<file path="config.mk">
export PLATFORM = sky130hd
export DESIGN_NAME = mips_cpu_ifetch
export DESIGN_NICKNAME = d
export VERILOG_FILES = /design/src/rtl/mips_cpu_pkg.sv /design/src/rtl/mips_cpu_ifetch.sv
export SDC_FILE = /design/constraint.sdc
export NUM_CORES = 1
export LEC_CHECK = 0
export ABC_AREA = 0
export ABC_CLOCK_PERIOD_IN_PS = 1900
export CAP_MARGIN = 0
export CELL_PAD_IN_SITES_DETAIL_PLACEMENT = 0
export CELL_PAD_IN_SITES_GLOBAL_PLACEMENT = 1
export CORE_ASPECT_RATIO = 0.7
export CORE_MARGIN = 3
export CORE_UTILIZATION = 24
export DETAILED_ROUTE_END_ITERATION = 10
export PLACE_DENSITY_LB_ADDON = 0.1
export SETUP_SLACK_MARGIN = 0.5
export SLEW_MARGIN = 20
export SYNTH_ARGS = -nofsm -noshare
export SYNTH_HDL_FRONTEND = slang
export SYNTH_SLANG_ARGS = --single-unit
export TNS_END_PERCENT = 20
</file>
<file path="constraint.sdc">
create_clock -name clk -period 1.9 [get_ports clk]
set_input_delay 0.38 -clock clk [delete_from_list [all_inputs] [get_ports clk]]
set_output_delay 0.38 -clock clk [all_outputs]
set_load 0.01 [all_outputs]
</file>
<file path="src/rtl/mips_cpu_pkg.sv">
// Shared definitions for the MIPS CPU instruction-fetch unit: reset defaults and FSM state type.
package mips_cpu_pkg;

    localparam logic [31:0] RESET_VECTOR_DEFAULT = 32'hBFC00000;
    localparam logic [31:0] NOP_WORD_DEFAULT     = 32'h00000000;

    typedef enum logic [1:0] {
        ST_IDLE = 2'd0,
        ST_REQ  = 2'd1,
        ST_HOLD = 2'd2
    } fetch_state_t;

    function automatic logic is_misaligned(input logic [31:0] addr);
        return addr[1:0] != 2'b00;
    endfunction

endpackage

</file>
<file path="src/rtl/mips_cpu_ifetch.sv">
// Instruction fetch: issues one Avalon-MM read per fetch request and holds the word until decode accepts it.
// Optional IFETCH_ALIGN_CHECK_EN: misaligned PCs skip the bus and return NOP_WORD with misalign raised.
module mips_cpu_ifetch
    import mips_cpu_pkg::*;
#(
    parameter logic [31:0] RESET_VECTOR = RESET_VECTOR_DEFAULT,
    parameter logic [31:0] NOP_WORD     = NOP_WORD_DEFAULT
) (
    input  logic        clk,
    input  logic        reset,
    input  logic [31:0] pc_in,
    input  logic        fetch_req,
    input  logic        flush,
    output logic [31:0] mem_address,
    output logic        mem_read,
    output logic [3:0]  mem_byteenable,
    input  logic        mem_waitrequest,
    input  logic [31:0] mem_readdata,
    output logic [31:0] instr,
    output logic        instr_valid,
    input  logic        instr_ready,
    output logic [31:0] fetch_pc,
    output logic [31:0] pc_plus4,
    output logic        busy,
    output logic        misalign
);

    fetch_state_t r_state;
    logic [31:0]  r_fetch_pc;
    logic [31:0]  r_instr;
    logic         r_instr_valid;
    logic         r_mem_read;
    logic         r_misalign;
    logic         r_discard;
    logic         w_start_misaligned;
    logic         w_handshake;

`ifdef IFETCH_ALIGN_CHECK_EN
    assign w_start_misaligned = is_misaligned(pc_in);
    assign mem_address        = r_fetch_pc;
`else
    assign w_start_misaligned = 1'b0;
    assign mem_address        = {r_fetch_pc[31:2], 2'b00};
`endif

    assign w_handshake = r_instr_valid && instr_ready;

    always_ff @(posedge clk) begin
        if (reset) begin
            r_state       <= ST_IDLE;
            r_fetch_pc    <= RESET_VECTOR;
            r_instr       <= NOP_WORD;
            r_instr_valid <= 1'b0;
            r_mem_read    <= 1'b0;
            r_misalign    <= 1'b0;
            r_discard     <= 1'b0;
        end else begin
            case (r_state)
                ST_IDLE: begin
                    if (flush) begin
                        r_instr       <= NOP_WORD;
                        r_instr_valid <= 1'b0;
                        r_misalign    <= 1'b0;
                    end else if (fetch_req) begin
                        r_fetch_pc <= pc_in;
                        if (w_start_misaligned) begin
                            r_state       <= ST_HOLD;
                            r_instr       <= NOP_WORD;
                            r_instr_valid <= 1'b1;
                            r_misalign    <= 1'b1;
                        end else begin
                            r_state    <= ST_REQ;
                            r_mem_read <= 1'b1;
                        end
                    end
                end

                // An Avalon read cannot be withdrawn, so a flush only marks the data for discard.
                ST_REQ: begin
                    if (flush) begin
                        r_discard <= 1'b1;
                    end
                    if (!mem_waitrequest) begin
                        r_mem_read <= 1'b0;
                        r_discard  <= 1'b0;
                        if (r_discard || flush) begin
                            r_state       <= ST_IDLE;
                            r_instr       <= NOP_WORD;
                            r_instr_valid <= 1'b0;
                        end else begin
                            r_state       <= ST_HOLD;
                            r_instr       <= mem_readdata;
                            r_instr_valid <= 1'b1;
                        end
                    end
                end

                ST_HOLD: begin
                    if (flush) begin
                        r_state       <= ST_IDLE;
                        r_instr       <= NOP_WORD;
                        r_instr_valid <= 1'b0;
                        r_misalign    <= 1'b0;
                    end else if (w_handshake) begin
                        r_instr_valid <= 1'b0;
                        r_misalign    <= 1'b0;
                        if (fetch_req) begin
                            r_fetch_pc <= pc_in;
                            if (w_start_misaligned) begin
                                r_state       <= ST_HOLD;
                                r_instr       <= NOP_WORD;
                                r_instr_valid <= 1'b1;
                                r_misalign    <= 1'b1;
                            end else begin
                                r_state    <= ST_REQ;
                                r_mem_read <= 1'b1;
                            end
                        end else begin
                            r_state <= ST_IDLE;
                        end
                    end
                end

                default: begin
                    r_state    <= ST_IDLE;
                    r_mem_read <= 1'b0;
                    r_discard  <= 1'b0;
                end
            endcase
        end
    end

    assign mem_read       = r_mem_read;
    assign mem_byteenable = 4'b1111;
    assign instr          = r_instr;
    assign instr_valid    = r_instr_valid;
    assign fetch_pc       = r_fetch_pc;
    assign pc_plus4       = r_fetch_pc + 32'd4;
    assign busy           = (r_state != ST_IDLE);
    assign misalign       = r_misalign;

endmodule

</file>
# Yosys cells after proc, flatten, opt, wreduce, memory -nomap -nowiden
# Cells that the tools add are included.
dict set report classes {
  add_sub_neg 1
  eq_ne 11
  muxes 33
  n_bitwise 1
  n_reduce_logical 15
}
# op n
set ops {}
lappend ops {{two-way mux 32 bit} 7}
lappend ops {{one-hot mux 32 bit (2 select lines)} 2}
lappend ops {{adder 32 x 3 -> 32 bit, second input constant} 1}
lappend ops {{AND reduction 4 bit} 4}
lappend ops {{two-way mux 1 bit} 13}
lappend ops {{two-way mux 2 bit} 6}
lappend ops {{!= test 2 bit, second input constant} 6}
lappend ops {{!= test 3 bit, second input constant} 2}
lappend ops {{one-hot mux 1 bit (3 select lines)} 2}
lappend ops {{one-hot mux 2 bit (3 select lines)} 1}
lappend ops {{AND reduction 3 bit} 2}
lappend ops {{nonzero test 2 bit} 3}
lappend ops {{one-hot mux 1 bit (2 select lines)} 2}
lappend ops {{nonzero test 3 bit} 1}
lappend ops {{equality test 2 x 1 -> 1 bit, second input constant} 1}
lappend ops {{equality test 2 bit, second input constant} 1}
lappend ops {{logical NOT 2 bit} 1}
lappend ops {{!= test 2 x 1 -> 1 bit, second input constant} 1}
lappend ops {{AND reduction 2 bit} 1}
lappend ops {{OR reduction 2 bit} 1}
lappend ops {{logical AND 1 bit} 1}
lappend ops {{logical OR 1 bit} 1}
lappend ops {{inverter 1 bit} 1}
dict set report word_totals {
  ff_bits 70
  input_bits 70
  out_inout_bits 136
  word_cells 68
}

# Longest topological paths before layout
# Gate-level depths: netlist (run 1).
dict set report depth {
  ltp_word 4
  mapped_depth 7
  ltp_nobuf 5
}

# Worst setup path before layout (run 1)
# No wires, ideal clock.
dict set report synth_path {
  path_type {register to output}
  startpoint {register r_fetch_pc[2], in the netlist fetch_pc[2]}
  endpoint {output pc_plus4[30]}
  arrival_time_ns 1.645
  required_time_ns 1.520
  path_slack_ns -0.125
  path_stages_with_launch 6
  n_path_buf 0
  cell_sequence {dfxtp_1 ha_1 and4_1 nor3b_2 nand4_1 xnor2_1}
}
dict set report synth_via {
  elab_chain_cells 1
}
# element line
set synth_rtl {}
lappend synth_rtl {{start: declaration} mips_cpu_ifetch.sv:29} ;# logic [31:0] r_fetch_pc;
lappend synth_rtl {{start signal: assignment} mips_cpu_ifetch.sv:65} ;# r_fetch_pc <= pc_in;
lappend synth_rtl {{start signal: assignment} mips_cpu_ifetch.sv:108} ;# r_fetch_pc <= pc_in;
lappend synth_rtl {{adder 32 x 3 -> 32 bit} mips_cpu_ifetch.sv:138} ;# assign pc_plus4 = r_fetch_pc + 32'd4;
lappend synth_rtl {{end: declaration} mips_cpu_ifetch.sv:23} ;# output logic [31:0] pc_plus4,
# Every way passes these cells.

# Final worst setup path (run 1)
dict set report layout_path {
  startpoint {register r_fetch_pc[9], in the netlist fetch_pc[9]}
  endpoint {output pc_plus4[27]}
}
# Same word-level chain as after synthesis.

==> reports/metrics.yaml, run 1 <==
end_kind: "primary output"
insertedDiodeCount: 0
port_buffers: 198
failed_checks: "setup timing"
totalWireLength_mm: 12.6
grt_use_total_pct: 15.4
antenna_found_initial: 0
grt_setup_unrepaired: "true"
final_cell_mix: "71 x buf_2, 65 x clkdlybuf4s50_1, 43 x buf_6"
hpwl_mm: 8.83
syn_area_um2: 3480
critical_path_class: "flop to primary output"
die_x_um: 150
path_clk_slew_ns: 0.06
grt_pass1_wl_mm: 19.6
min_period_over_period_pct: 121
grt_max_degree: 34
worst_hold_slack_ns: 0.348
rows: 36
layout-drive-gt1-share_pct: 57.5
cap_violations: 0
yosys_warnings: 0
cpMaxStageDelayCell: "nor4_4"
grt.overflow.total: 0
fin_setup_tns_ns: -6.10
required_ns: 1.52
ioPinCount: 206
area_growth_pct: 102
start_util_pct: 24.7
placed_cells: 786
final_antenna_net_count: 0
first_iter_violations: 85
synth_area_leaders: "dfxtp_1 40%, buf_4 8.4%, mux2i_1 6.6%"
yosys.area.top_type: "dfxtp_1"
reg2reg_from: "r_state[0]$_SDFFE_PP0P_"
detail_route.wl_per_cell_um: 15.2
status: "finished, violations left"
min_from: "reset"
start_kind: "flop"
path_buf_inv: 3
stdcell_count: 830
slowest_delay_ns: 0.38
cts.htree.levels: 3
vias: 3587
clockBufferDepth: 2
cp_cell_sequence: "nand4_1, nor4_4, buf_4, buf_6, nand4_1, xnor2_2, buf_2"
fmax_mhz: 436
setup_violations: 22
synth_top_area_share_pct: 39.7
core_um2: 14100
insertion_delay_ns: 0.33
multiInputGateArea_um2: 2500
tritoncts: "done"
seqCellArea_um2: 1440
power.total_mw: 4.16
r2r_slack_ns: 0.20
crit_family: "simple AND/OR/NAND/NOR gates"
final.min_clock_period_ns: 2.30
die_area_um2: 16000
drt_first_pass_iters: 4
drv_slew: 0
synth_area_per_cell_um2: 8.76
powerDensity_nw_per_um2: 592
clkSinkCount: 69
fin_skew_ns: 0.00654
met3WireLength_um: 990
synth_seq_area_share_pct: 39.7
viasPerCell: 4.32
hold_viol: 0
fin_util_pct: 50.1
grt_pass1_vias: 3562
top_layer_used: "met4"
synth.distinct_cells: 40
cp_max_fo: 3
final_common_cell: "buf_2"
fin_ws_ns: -0.395
cts-buffers-inserted: 9
ys_ff_latch: 69
cts-hold-fix-buffers: 0
synthCells: 397
die_h_um: 107
cp_common_cell: "nand4_1"
min_path_type: "primary input to flop"
place_congestion: 0.747
met1_length_mm: 5.85
wl_met2_mm: 5.63
nNetsFinal: 706
cts-root-buf: "clkbuf_16"
ir_worst_vdd_mv: 0.381
cp.arrival_ns: 1.92
n_fill_cell: 1366
p_leak_nw: 3.17
route.detailed.drc: 0
crit_start: "fetch_pc[9]$_SDFFE_PP0P_"
==> stage by stage <==
stage	worst slack (ns)	cell area, µm²
3_5_place_dp	-0.504	5980
3_3_place_gp	-0.475	5980
2_1_floorplan	0.0564	3640
6_report	-0.395	7030
4_1_cts	-0.440	6700
5_1_grt	-0.528	7030
==> worst paths after layout <==
check                              endpoint  cells after the start
setup / recovery               pc_plus4[27]                      7
hold / removal        instr[1]$_SDFFE_PP0P_                      2
setup reg to reg  fetch_pc[20]$_SDFFE_PP0P_                      7
hold reg to reg       instr[4]$_SDFFE_PP0P_                      2
==> where the power goes <==
group	internal (mW)	leakage (nW)	switching [mW]	total, mW
clock network	0.996	0.141	0.632	1.63
registers	1.50	0.570	0.0434	1.54
logic	0.531	2.45	0.462	0.993
total	3.03	3.17	1.14	4.16
==> flip-flops by register name, summed over array words and instances, names as in the netlist <==
register	count
r_discard	1
r_state	2
instr	32
fetch_pc	32
mem_read	1
instr_valid	1
==> cell type report <==
cell class | instances | share of cell area, %
clock inverter | 3 | 0.249
clock buffer | 13 | 3.86
multi-input combinational | 268 | 35.6
inverter | 4 | 0.213
sequential | 69 | 20.5
tap | 190 | 3.38
timing repair buffer | 283 | 36.2
==> synthesized netlist by cell type <==
library cell / n
buf_2: 1
xor2_1: 7
mux2i_1: 23
and2_1: 1
nor3b_2: 1
or3b_4: 1
and3_1: 3
nor2_2: 18
nand4_1: 12
conb_1: 2
nand3b_1: 2
ha_1: 1
o221ai_1: 1
a21oi_1: 36
xnor2_1: 21
a221oi_1: 1
inv_1: 4
nor2b_1: 8
buf_1: 3
nor3_1: 2
buf_8: 1
nor2_1: 14
nand3_1: 44
buf_12: 2
o21ai_1: 1
nor4_4: 1
o21a_1: 2
a211o_1: 9
nand2b_1: 3
buf_4: 39
a31oi_4: 1
clkbuf_1: 13
a21boi_0: 1
nor3b_1: 1
or2_2: 1
nand2_1: 41
dfxtp_1: 69
and4_1: 1
and2b_1: 3
buf_6: 2
==> layer usage <==
| metal | up-vias | track usage, % |
|---|---|---|
| met3 | 12 | 4.94 |
| met4 | 0 | 3.66 |
| met5 | - | 0 |
| met1 | 1656 | 20.5 |
| li1 | 1798 | - |
| met2 | 121 | 24.3 |
==> logic make-up (layout without fill, tap and decap cells) <==
family / after synthesis / in the layout / synth area share, %
other: 2 / 7 / 0.216
adders and majority gates: 1 / 1 / 0.360
and+or+nand+nor: 157 / 157 / 23.7
xor gates and xnor gates: 28 / 28 / 7.06
muxes: 23 / 23 / 6.62
DFF: 69 / 69 / 39.7
AOI/OAI and AO/OA: 52 / 52 / 9.36
buffers and inverters: 65 / 303 / 13.0
==> what timing repair did <==
action | 4_1_cts | 5_1_grt
gates resized for setup | 496 | 143
cloned | 3 | 0
endpoints found under the hold margin | 0 | 0
setup buffers | 13 | 12
setup endpoints to repair | 193 | 150
pin swaps | 109 | 109
Note: power is estimated with default switching activity, not from simulation.
==> run 2, diff against run 1 <==
- CTS_CLUSTER_DIAMETER: default -> 30
==> results of run 2 <==
No change in the layout: final DEF, timing and power equal those of run 1.
==> run 3, diff against run 2 <==
- CORE_MARGIN: 3 -> 10
==> run 3 against run 2 <==
Compared with the run above:
- the run still ends with setup timing left
- global-route usage down 1.9 points
- clock skew down 0.0022 ns
- wire length up 13%
- first-iteration DRC count up 66%
- non-clock buffer count down 4
- total power up 6.8%
- utilization up 0.75 points
- critical path type unchanged
- largest cell class is now multi-input combinational cells
==> reports/metrics.yaml, run 3 (same netlist as run 1, synthesis figures left out) <==
status: "finished, violations left"
failed_checks: "setup timing"
first_iter_violations: 141
drt_first_pass_iters: 4
grt_max_degree: 43
worst_hold_slack_ns: 0.471
fin_skew_ns: 0.00430
n_fill_cell: 1358
grt_use_total_pct: 13.5
start_util_pct: 24.7
die_h_um: 121
viasPerCell: 4.44
cts-buffers-inserted: 9
drv_slew: 0
min_path_type: "flop to flop"
min_period_over_period_pct: 119
cts.htree.levels: 3
rows: 36
stdcell_area_um2: 7140
fin_ws_ns: -0.354
hold_viol: 0
end_kind: "primary output"
seq_power_share_pct: 34.6
powerDensity_nw_per_um2: 623
pwr-share-clk_pct: 43.0
route.detailed.drc: 0
ir_worst_vdd_mv: 0.397
final_cell_mix: "69 x buf_2, 66 x clkdlybuf4s50_1, 44 x dfxtp_1"
ioPinCount: 206
die_x_um: 164
place_area_um2: 5990
port_buffers: 198
setup_violations: 23
critical_path_class: "flop to primary output"
layout-drive-gt1-share_pct: 59.4
multiInputGateArea_um2: 2650
insertion_delay_ns: 0.33
start_kind: "flop"
switching_share_pct: 26.1
p_leak_nw: 3.17
cts-root-buf: "clkbuf_16"
clockBufferDepth: 2
place_congestion: 0.751
seqCellArea_um2: 1440
nNetsFinal: 702
fmax_mhz: 444
path_clk_slew_ns: 0.06
detail_route.wl_per_cell_um: 17.2
hpwl_mm: 10.5
insertedDiodeCount: 0
die_area_um2: 19800
tritoncts: "done"
grt_pass1_wl_mm: 21.3
fin_util_pct: 50.8
grt_setup_unrepaired: "true"
switchingPower_mw: 1.16
final_antenna_net_count: 0
required_ns: 1.52
final_common_cell: "buf_2"
final.min_clock_period_ns: 2.25
cap_violations: 0
area_growth_pct: 105
grt_pass1_vias: 3667
totalWireLength_mm: 14.2
grt.overflow.total: 0
cp_max_fo: 8
core_um2: 14100
clkSinkCount: 69
vias: 3659
antenna_found_initial: 0
cp.arrival_ns: 1.87
p_int_mw: 3.29
combPwrFrac_pct: 22.4
[run 3: metal layers]
metal	up-vias	GRT usage (%)	wire length, µm
met3	7	5.90	1210
met1	1751	16.9	6150
met2	111	21.2	6730
met4	0	2.67	99
met5	-	0	0
li1	1790	-	-
[run 3: worst paths after layout]
| check | from | endpoint | slack [ns] | depth (start not counted) |
|---|---|---|---|---|
| min reg2reg | mem_read$_SDFFE_PP0P_ | mem_read$_SDFFE_PP0P_ | 0.47 | 1 |
| max reg2reg | r_state[0]$_SDFFE_PP0P_ | fetch_pc[14]$_SDFFE_PP0P_ | 0.11 | 6 |
| min | mem_read$_SDFFE_PP0P_ | mem_read$_SDFFE_PP0P_ | 0.47 | 1 |
| max | fetch_pc[3]$_SDFFE_PP0P_ | pc_plus4[26] | -0.35 | 8 |
[run 3: stage by stage]
step,total power [mW],std cells,setup TNS [ns],worst slack [ns]
floorplan,1.98,402,0,0.0564
finish,4.45,825,-5.75,-0.354
global route,4.63,825,-8.21,-0.475
CTS,4.40,817,-6.90,-0.463
detailed placement,2.49,790,-16.43,-0.461
global placement,2.48,790,-15.81,-0.465
[run 3: layout make-up]
class / instances / area share, %
clock buffers: 9 / 3.15
clock inverters: 6 / 1.58
inverters: 4 / 0.210
multi-input cells: 268 / 37.0
flip-flops and latches: 69 / 20.1
well taps: 190 / 3.33
repair buffers: 279 / 34.6
[run 3: critical path: stages, from the launching register on]
cell and delay [ns]:
dfxtp_4 0.36, ha_4 0.13, and4_4 0.21, nor3b_4 0.21, buf_12 0.16, buf_4 0.12
nand3_4 0.07, xnor2_2 0.13, buf_2 0.14
[run 3: power by group through the flow]
stage	Sequential, mW	Clock [mW]	Combinational (mW)
after global placement	1.56	0	0.918
after global routing	1.55	2.02	1.07
after detailed placement	1.56	0	0.921
after CTS	1.54	1.97	0.896
final	1.54	1.91	0.994
after floorplan	1.62	0	0.363
[run 3: what timing repair did]
action                     4_1_cts  5_1_grt
hold buffers                     0        0
cloned                           2        0
setup endpoints to repair      193      128
setup buffers                   10        8
pin swaps                       50      114
resized for setup              464      185
